==> src/rtl/rf_pkg.sv <==
// Shared register-file types for the write buffer, its forwarding search and the bench.
package rf_pkg;

    localparam int REG_ADDR_WIDTH = 5;
    localparam int REG_DATA_WIDTH = 32;
    localparam int NUM_REGS       = 32;

    typedef logic [REG_ADDR_WIDTH-1:0] rf_addr_t;
    typedef logic [REG_DATA_WIDTH-1:0] rf_data_t;

    // 'reg' is a keyword, so the destination field is called addr.
    typedef struct packed {
        rf_addr_t addr;
        rf_data_t data;
    } rf_wr_entry_t;

endpackage

==> src/rtl/rf_fwd_match.sv <==
// Youngest-match search of the queued writes for one read port, falling back to the
// raw register file value; x0 always reads as zero.
module rf_fwd_match
    import rf_pkg::*;
#(
    parameter int DEPTH      = 4,
    parameter int DATA_WIDTH = REG_DATA_WIDTH,
    parameter int ADDR_WIDTH = REG_ADDR_WIDTH,
    parameter int PTR_W      = $clog2(DEPTH)
) (
    input  logic [DEPTH-1:0]      entry_valid,
    input  logic [ADDR_WIDTH-1:0] entry_reg  [DEPTH],
    input  logic [DATA_WIDTH-1:0] entry_data [DEPTH],
    input  logic [PTR_W-1:0]      head,
    input  logic [ADDR_WIDTH-1:0] rd_reg,
    input  logic [DATA_WIDTH-1:0] rf_rd_data,
    output logic [DATA_WIDTH-1:0] rd_data
);

    logic                  hit;
    logic [DATA_WIDTH-1:0] hit_data;
    logic [PTR_W-1:0]      idx;

    // Walk oldest (head) to youngest; a later match overrides an earlier one.
    always_comb begin
        hit      = 1'b0;
        hit_data = '0;
        idx      = '0;
        for (int unsigned i = 0; i < DEPTH; i++) begin
            idx = head + PTR_W'(i);
            if (entry_valid[idx] && (entry_reg[idx] == rd_reg)) begin
                hit      = 1'b1;
                hit_data = entry_data[idx];
            end
        end
    end

    always_comb begin
        if (rd_reg == '0)
            rd_data = '0;
        else if (hit)
            rd_data = hit_data;
        else
            rd_data = rf_rd_data;
    end

endmodule

==> src/rtl/rf_write_buffer.sv <==
// Queues late writeback requests and drains them into the register file write port
// whenever the pipeline leaves it idle, forwarding queued data onto both read ports.
module rf_write_buffer
    import rf_pkg::*;
#(
    parameter int DEPTH      = 4,
    parameter int DATA_WIDTH = REG_DATA_WIDTH,
    parameter int ADDR_WIDTH = REG_ADDR_WIDTH
) (
    input  logic                       clk,
    input  logic                       rst,
    input  logic                       in_valid,
    output logic                       in_ready,
    input  logic [ADDR_WIDTH-1:0]      in_reg,
    input  logic [DATA_WIDTH-1:0]      in_data,
    input  logic                       port_busy,
    output logic                       rf_wr_en,
    output logic [ADDR_WIDTH-1:0]      rf_wr_reg,
    output logic [DATA_WIDTH-1:0]      rf_wr_data,
    input  logic [ADDR_WIDTH-1:0]      rd_reg_1,
    input  logic [ADDR_WIDTH-1:0]      rd_reg_2,
    input  logic [DATA_WIDTH-1:0]      rf_rd_data_1,
    input  logic [DATA_WIDTH-1:0]      rf_rd_data_2,
    output logic [DATA_WIDTH-1:0]      rd_data_1,
    output logic [DATA_WIDTH-1:0]      rd_data_2,
    output logic [$clog2(DEPTH+1)-1:0] count,
    output logic                       empty,
    output logic                       full
);

    localparam int PTR_W = $clog2(DEPTH);
    localparam int CNT_W = $clog2(DEPTH + 1);

    logic [ADDR_WIDTH-1:0] ent_reg  [DEPTH];
    logic [DATA_WIDTH-1:0] ent_data [DEPTH];
    logic [DEPTH-1:0]      ent_valid;
    logic [PTR_W-1:0]      head;
    logic [PTR_W-1:0]      tail;
    logic [CNT_W-1:0]      count_q;
    logic                  push;
    logic                  pop;

    assign empty    = (count_q == '0);
    assign full     = (count_q == CNT_W'(DEPTH));
    assign count    = count_q;
    assign rf_wr_en = !empty && !port_busy;
    assign pop      = rf_wr_en;
    assign in_ready = !full || pop;
    // x0 requests complete the handshake but never occupy an entry.
    assign push     = in_valid && in_ready && (in_reg != '0);

    assign rf_wr_reg  = empty ? '0 : ent_reg[head];
    assign rf_wr_data = empty ? '0 : ent_data[head];

    always_ff @(posedge clk or posedge rst) begin
        if (rst) begin
            head      <= '0;
            tail      <= '0;
            count_q   <= '0;
            ent_valid <= '0;
        end else begin
            if (pop) begin
                ent_valid[head] <= 1'b0;
                head            <= head + PTR_W'(1);
            end
            // At full with a pop, tail equals head: the set must win over the clear.
            if (push) begin
                ent_valid[tail] <= 1'b1;
                tail            <= tail + PTR_W'(1);
            end
            case ({push, pop})
                2'b10:   count_q <= count_q + CNT_W'(1);
                2'b01:   count_q <= count_q - CNT_W'(1);
                default: count_q <= count_q;
            endcase
        end
    end

    always_ff @(posedge clk) begin
        if (push) begin
            ent_reg[tail]  <= in_reg;
            ent_data[tail] <= in_data;
        end
    end

    rf_fwd_match #(
        .DEPTH      (DEPTH),
        .DATA_WIDTH (DATA_WIDTH),
        .ADDR_WIDTH (ADDR_WIDTH),
        .PTR_W      (PTR_W)
    ) u_fwd_1 (
        .entry_valid (ent_valid),
        .entry_reg   (ent_reg),
        .entry_data  (ent_data),
        .head        (head),
        .rd_reg      (rd_reg_1),
        .rf_rd_data  (rf_rd_data_1),
        .rd_data     (rd_data_1)
    );

    rf_fwd_match #(
        .DEPTH      (DEPTH),
        .DATA_WIDTH (DATA_WIDTH),
        .ADDR_WIDTH (ADDR_WIDTH),
        .PTR_W      (PTR_W)
    ) u_fwd_2 (
        .entry_valid (ent_valid),
        .entry_reg   (ent_reg),
        .entry_data  (ent_data),
        .head        (head),
        .rd_reg      (rd_reg_2),
        .rf_rd_data  (rf_rd_data_2),
        .rd_data     (rd_data_2)
    );

endmodule
==> config.mk <==
export PLATFORM = sky130hd
export DESIGN_NAME = rf_write_buffer
export DESIGN_NICKNAME = d
export VERILOG_FILES = /design/src/rtl/rf_pkg.sv /design/src/rtl/rf_fwd_match.sv /design/src/rtl/rf_write_buffer.sv
export SDC_FILE = /design/constraint.sdc
export NUM_CORES = 1
export LEC_CHECK = 0
export ABC_CLOCK_PERIOD_IN_PS = 10600
export CAP_MARGIN = 5
export CELL_PAD_IN_SITES_DETAIL_PLACEMENT = 0
export CELL_PAD_IN_SITES_GLOBAL_PLACEMENT = 2
export CORE_ASPECT_RATIO = 1.2
export CORE_UTILIZATION = 38
export CTS_CLUSTER_SIZE = 16
export DETAILED_ROUTE_END_ITERATION = 7
export MAX_ROUTING_LAYER = met4
export PLACE_DENSITY = 0.92
export SYNTH_ARGS = -nofsm -noshare
export SYNTH_HDL_FRONTEND = slang
export SYNTH_SLANG_ARGS = --single-unit
==> constraint.sdc <==
create_clock -name clk -period 10.6 [get_ports clk]
set_input_delay 2.12 -clock clk [delete_from_list [all_inputs] [get_ports clk]]
set_output_delay 2.12 -clock clk [all_outputs]
set_load 0.01 [all_outputs]
==> qor.yml <==
place.gp.congestion: 0.8883
rows: 71
worst_slew_pin_slew_ps: 1219
clock_sinks: 159
syn_area_per_cell_um2: 11.83
io_pins: 223
r2r_cells: 5
cp_num_buf_inv: 2
slowest_delay_ps: 1030
synth_cell_type_count: 49
route.detailed.drc: 34
ctsResizeCount: 0
endpoint_kind: "output pin"
rrSetupSlack_ps: 7650
slew_headroom: 0.1846
status: "finished, violations left"
viasPerCell: 6.133
peakVddDrop_uv: 190.5
die_width_um: 165.3
drv_cap: 0
regArea_um2: 4727
die-area_um2: 32710
multi_input_area_um2: 6904
violations: "DRC"
fin_util: 0.4825
cp-start-kind: "input port"
gr-usage-all-layers: 0.2454
finalHoldViolations: 0
io_buffers: 222
syn-num-nets: 1152
finalSetupViolations: 0
clk_pin_slew_ps: 60
yosys_warnings: 0
numCtsBuffers: 17
drive_gt1_frac: 0.1886
largest_reg_flops: 128
synth_edf_count: 148
drt_iter0_markers: 1019
timing.rr.start: "head[1]"
crit_end: "rd_data_1[7]"
p_leak_nw: 5.044
period_share: 0.7897
path_depth: 8
powerDensity_nw_per_um2: 311.0
total_power_w: 0.004719
wl_per_cell_um: 24.26
root_buffer: "clkbuf_16"
max_freq_mhz: 119.5
cts_tree: "yes"
grt_pass1_vias: 9745
fin_crit_ps: 8371
grt_start_max_net_pins: 65
initial_utilization: 0.3865
antenna_found_initial: 1
tns_ps: 0
synth-async-reset-ratio: 0.06918
finish.instance_area_um2: 15170
path_cells: "clkdlybuf4s50_1 > xor2_1 > nor3_1 > and3_2 > or4_2 > o21ai_0 > a21oi_1 > clkdlybuf4s50_1"
fillers: 2815
hold_buffers: 0
cp_data_arrival_time_ps: 6250
post_cts_buffers: 0
worstPathRequired_ps: 8480
slowest_stage: "or4_2"
ant_nets: 0
cp_common_cell: "clkdlybuf4s50_1"
grt_pass1_wl_mm: 57.68
cts_max_path_buffers: 2
htreeDepth: 4
path_class: "in -> out"
grt.overflow.total: 0
critPathTopFamily: "simple AND/OR/NAND/NOR gates"
area_growth_pct: 24.85
dp_hpwl_mm: 24.79
maxSlewViolCount: 0
num_vias: 9752
postPlaceCellArea_um2: 14610
r2r-end: "head[1]"
hold_class: "reg -> reg"
drtPass1Iterations: 7
worst_clock_skew_ps: 13.84
fin_hold_ws_ps: 542.9
wirelength_mm: 38.58
synth-main-ff-cell: "edfxtp_1"
worstSkewPairLatency_ps: 440
nNetsFinal: 1300
cp_max_fo: 64
die_height_um: 197.9
synth_seq_cells: 159
coreArea_um2: 31450
netlist_area_um2: 12150
critPathLaunch: "rd_reg_1[2]"
rsz0062_at_grt: "false"
ys_seq_area_frac: 0.3883
syn_inst: 1027
-- metal layers --
metal / up-vias / track usage / part of all wire
met2: 410 / 0.4139 / 0.52
met4: 0 / 0.09548 / 0.029
li1: 4401 / - / -
met1: 4876 / 0.2921 / 0.38
met5: - / - / 0
met3: 65 / 0.03875 / 0.072
-- cell type report --
type,count,area share
Clock buffer,17,0.02803
Sequential cell,159,0.3115
Tap cell,401,0.03306
Timing Repair Buffer,237,0.1539
Inverter,38,0.009400
Multi-Input combinational cell,722,0.4550
Antenna cell,1,0.0001649
Clock inverter,15,0.008987
-- kinds of logic after synthesis --
group           after synthesis  share of synthesized area
compound gates              292                     0.1649
xor+xnor                     45                    0.03243
fa+ha+maj                    10                    0.01091
buf+inv                     146                    0.05127
flops                       159                     0.3883
mux                         185                     0.2823
simple gates                190                    0.06990
-- Yosys cell counts (2+ instances only) --
cell type / count / area share
a211o_1: 2 / 0.0014
a211oi_1: 27 / 0.017
a21o_1: 5 / 0.0031
a21oi_1: 33 / 0.014
a221o_1: 4 / 0.0033
a221oi_1: 27 / 0.019
a22oi_1: 30 / 0.019
a2bb2oi_1: 27 / 0.019
a31oi_1: 5 / 0.0026
a41o_1: 2 / 0.0016
and2_1: 9 / 0.0046
and3_1: 2 / 0.0010
buf_1: 16 / 0.0049
buf_2: 30 / 0.012
buf_6: 5 / 0.0046
clkbuf_1: 57 / 0.018
dfrtp_1: 11 / 0.023
edfxtp_1: 148 / 0.37
ha_1: 9 / 0.0093
inv_1: 38 / 0.012
mux2_2: 32 / 0.030
mux2i_1: 30 / 0.025
mux4_2: 123 / 0.23
nand2_1: 46 / 0.014
nand3_1: 2 / 0.00082
nand4_1: 4 / 0.0021
nor2_1: 99 / 0.031
nor2b_1: 10 / 0.0051
nor3_1: 8 / 0.0033
o211ai_1: 4 / 0.0025
o21a_1: 2 / 0.0012
o21ai_0: 85 / 0.035
o21ai_1: 5 / 0.0021
o32ai_1: 30 / 0.022
or3b_1: 2 / 0.0014
or4_1: 2 / 0.0012
xnor2_1: 30 / 0.022
xor2_1: 15 / 0.011
-- worst min-delay path by stage --
stage	to	cells past startpoint	startpoint	slack [ps]
6_report	count[2]	1	count[2]	540
5_1_grt	count[2]	1	count[2]	560
3_5_place_dp	count[2]	1	count[2]	530
3_3_place_gp	count[2]	1	count[2]	530
2_1_floorplan	ent_valid[3]	1	ent_valid[3]	500
4_1_cts	count[2]	1	count[2]	540
-- worst reg2reg max path, stage by stage (launching register included) --
cell and delay [ps]:
dfrtp_4 1000, inv_1 250, ha_4 590, buf_4 780
nand2_1 100, o21ai_0 120
-- report_power, final --
group / internal, W / switching, W
combinational: 0.00157 / 0.00156
clock: 0.000326 / 0.000262
sequential: 0.000836 / 0.000162
-- cells in the final DEF (no fill, tap or decap), types with 17 or more instances in the layout --
cell type and n:
a211oi_1 27, a21oi_1 33, a221oi_1 27, a22oi_1 30, a2bb2oi_1 27, clkbuf_16 17, clkdlybuf4s50_1 222, edfxtp_1 148
inv_1 37, mux2_2 32, mux2i_1 30, mux4_2 123, nand2_1 45, nor2_1 95, o21ai_0 84, o32ai_1 30
xnor2_1 30
-- per-stage QoR --
| step | instances | setup slack [ps] |
|---|---|---|
| 2_1_floorplan | 1027 | 4341 |
| 3_3_place_gp | 1557 | 2304 |
| 3_5_place_dp | 1557 | 2238 |
| 4_1_cts | 1589 | 2184 |
| 5_1_grt | 1590 | 1819 |
| 6_report | 1590 | 2229 |
No activity file was read; power rests on OpenSTA's default activity.
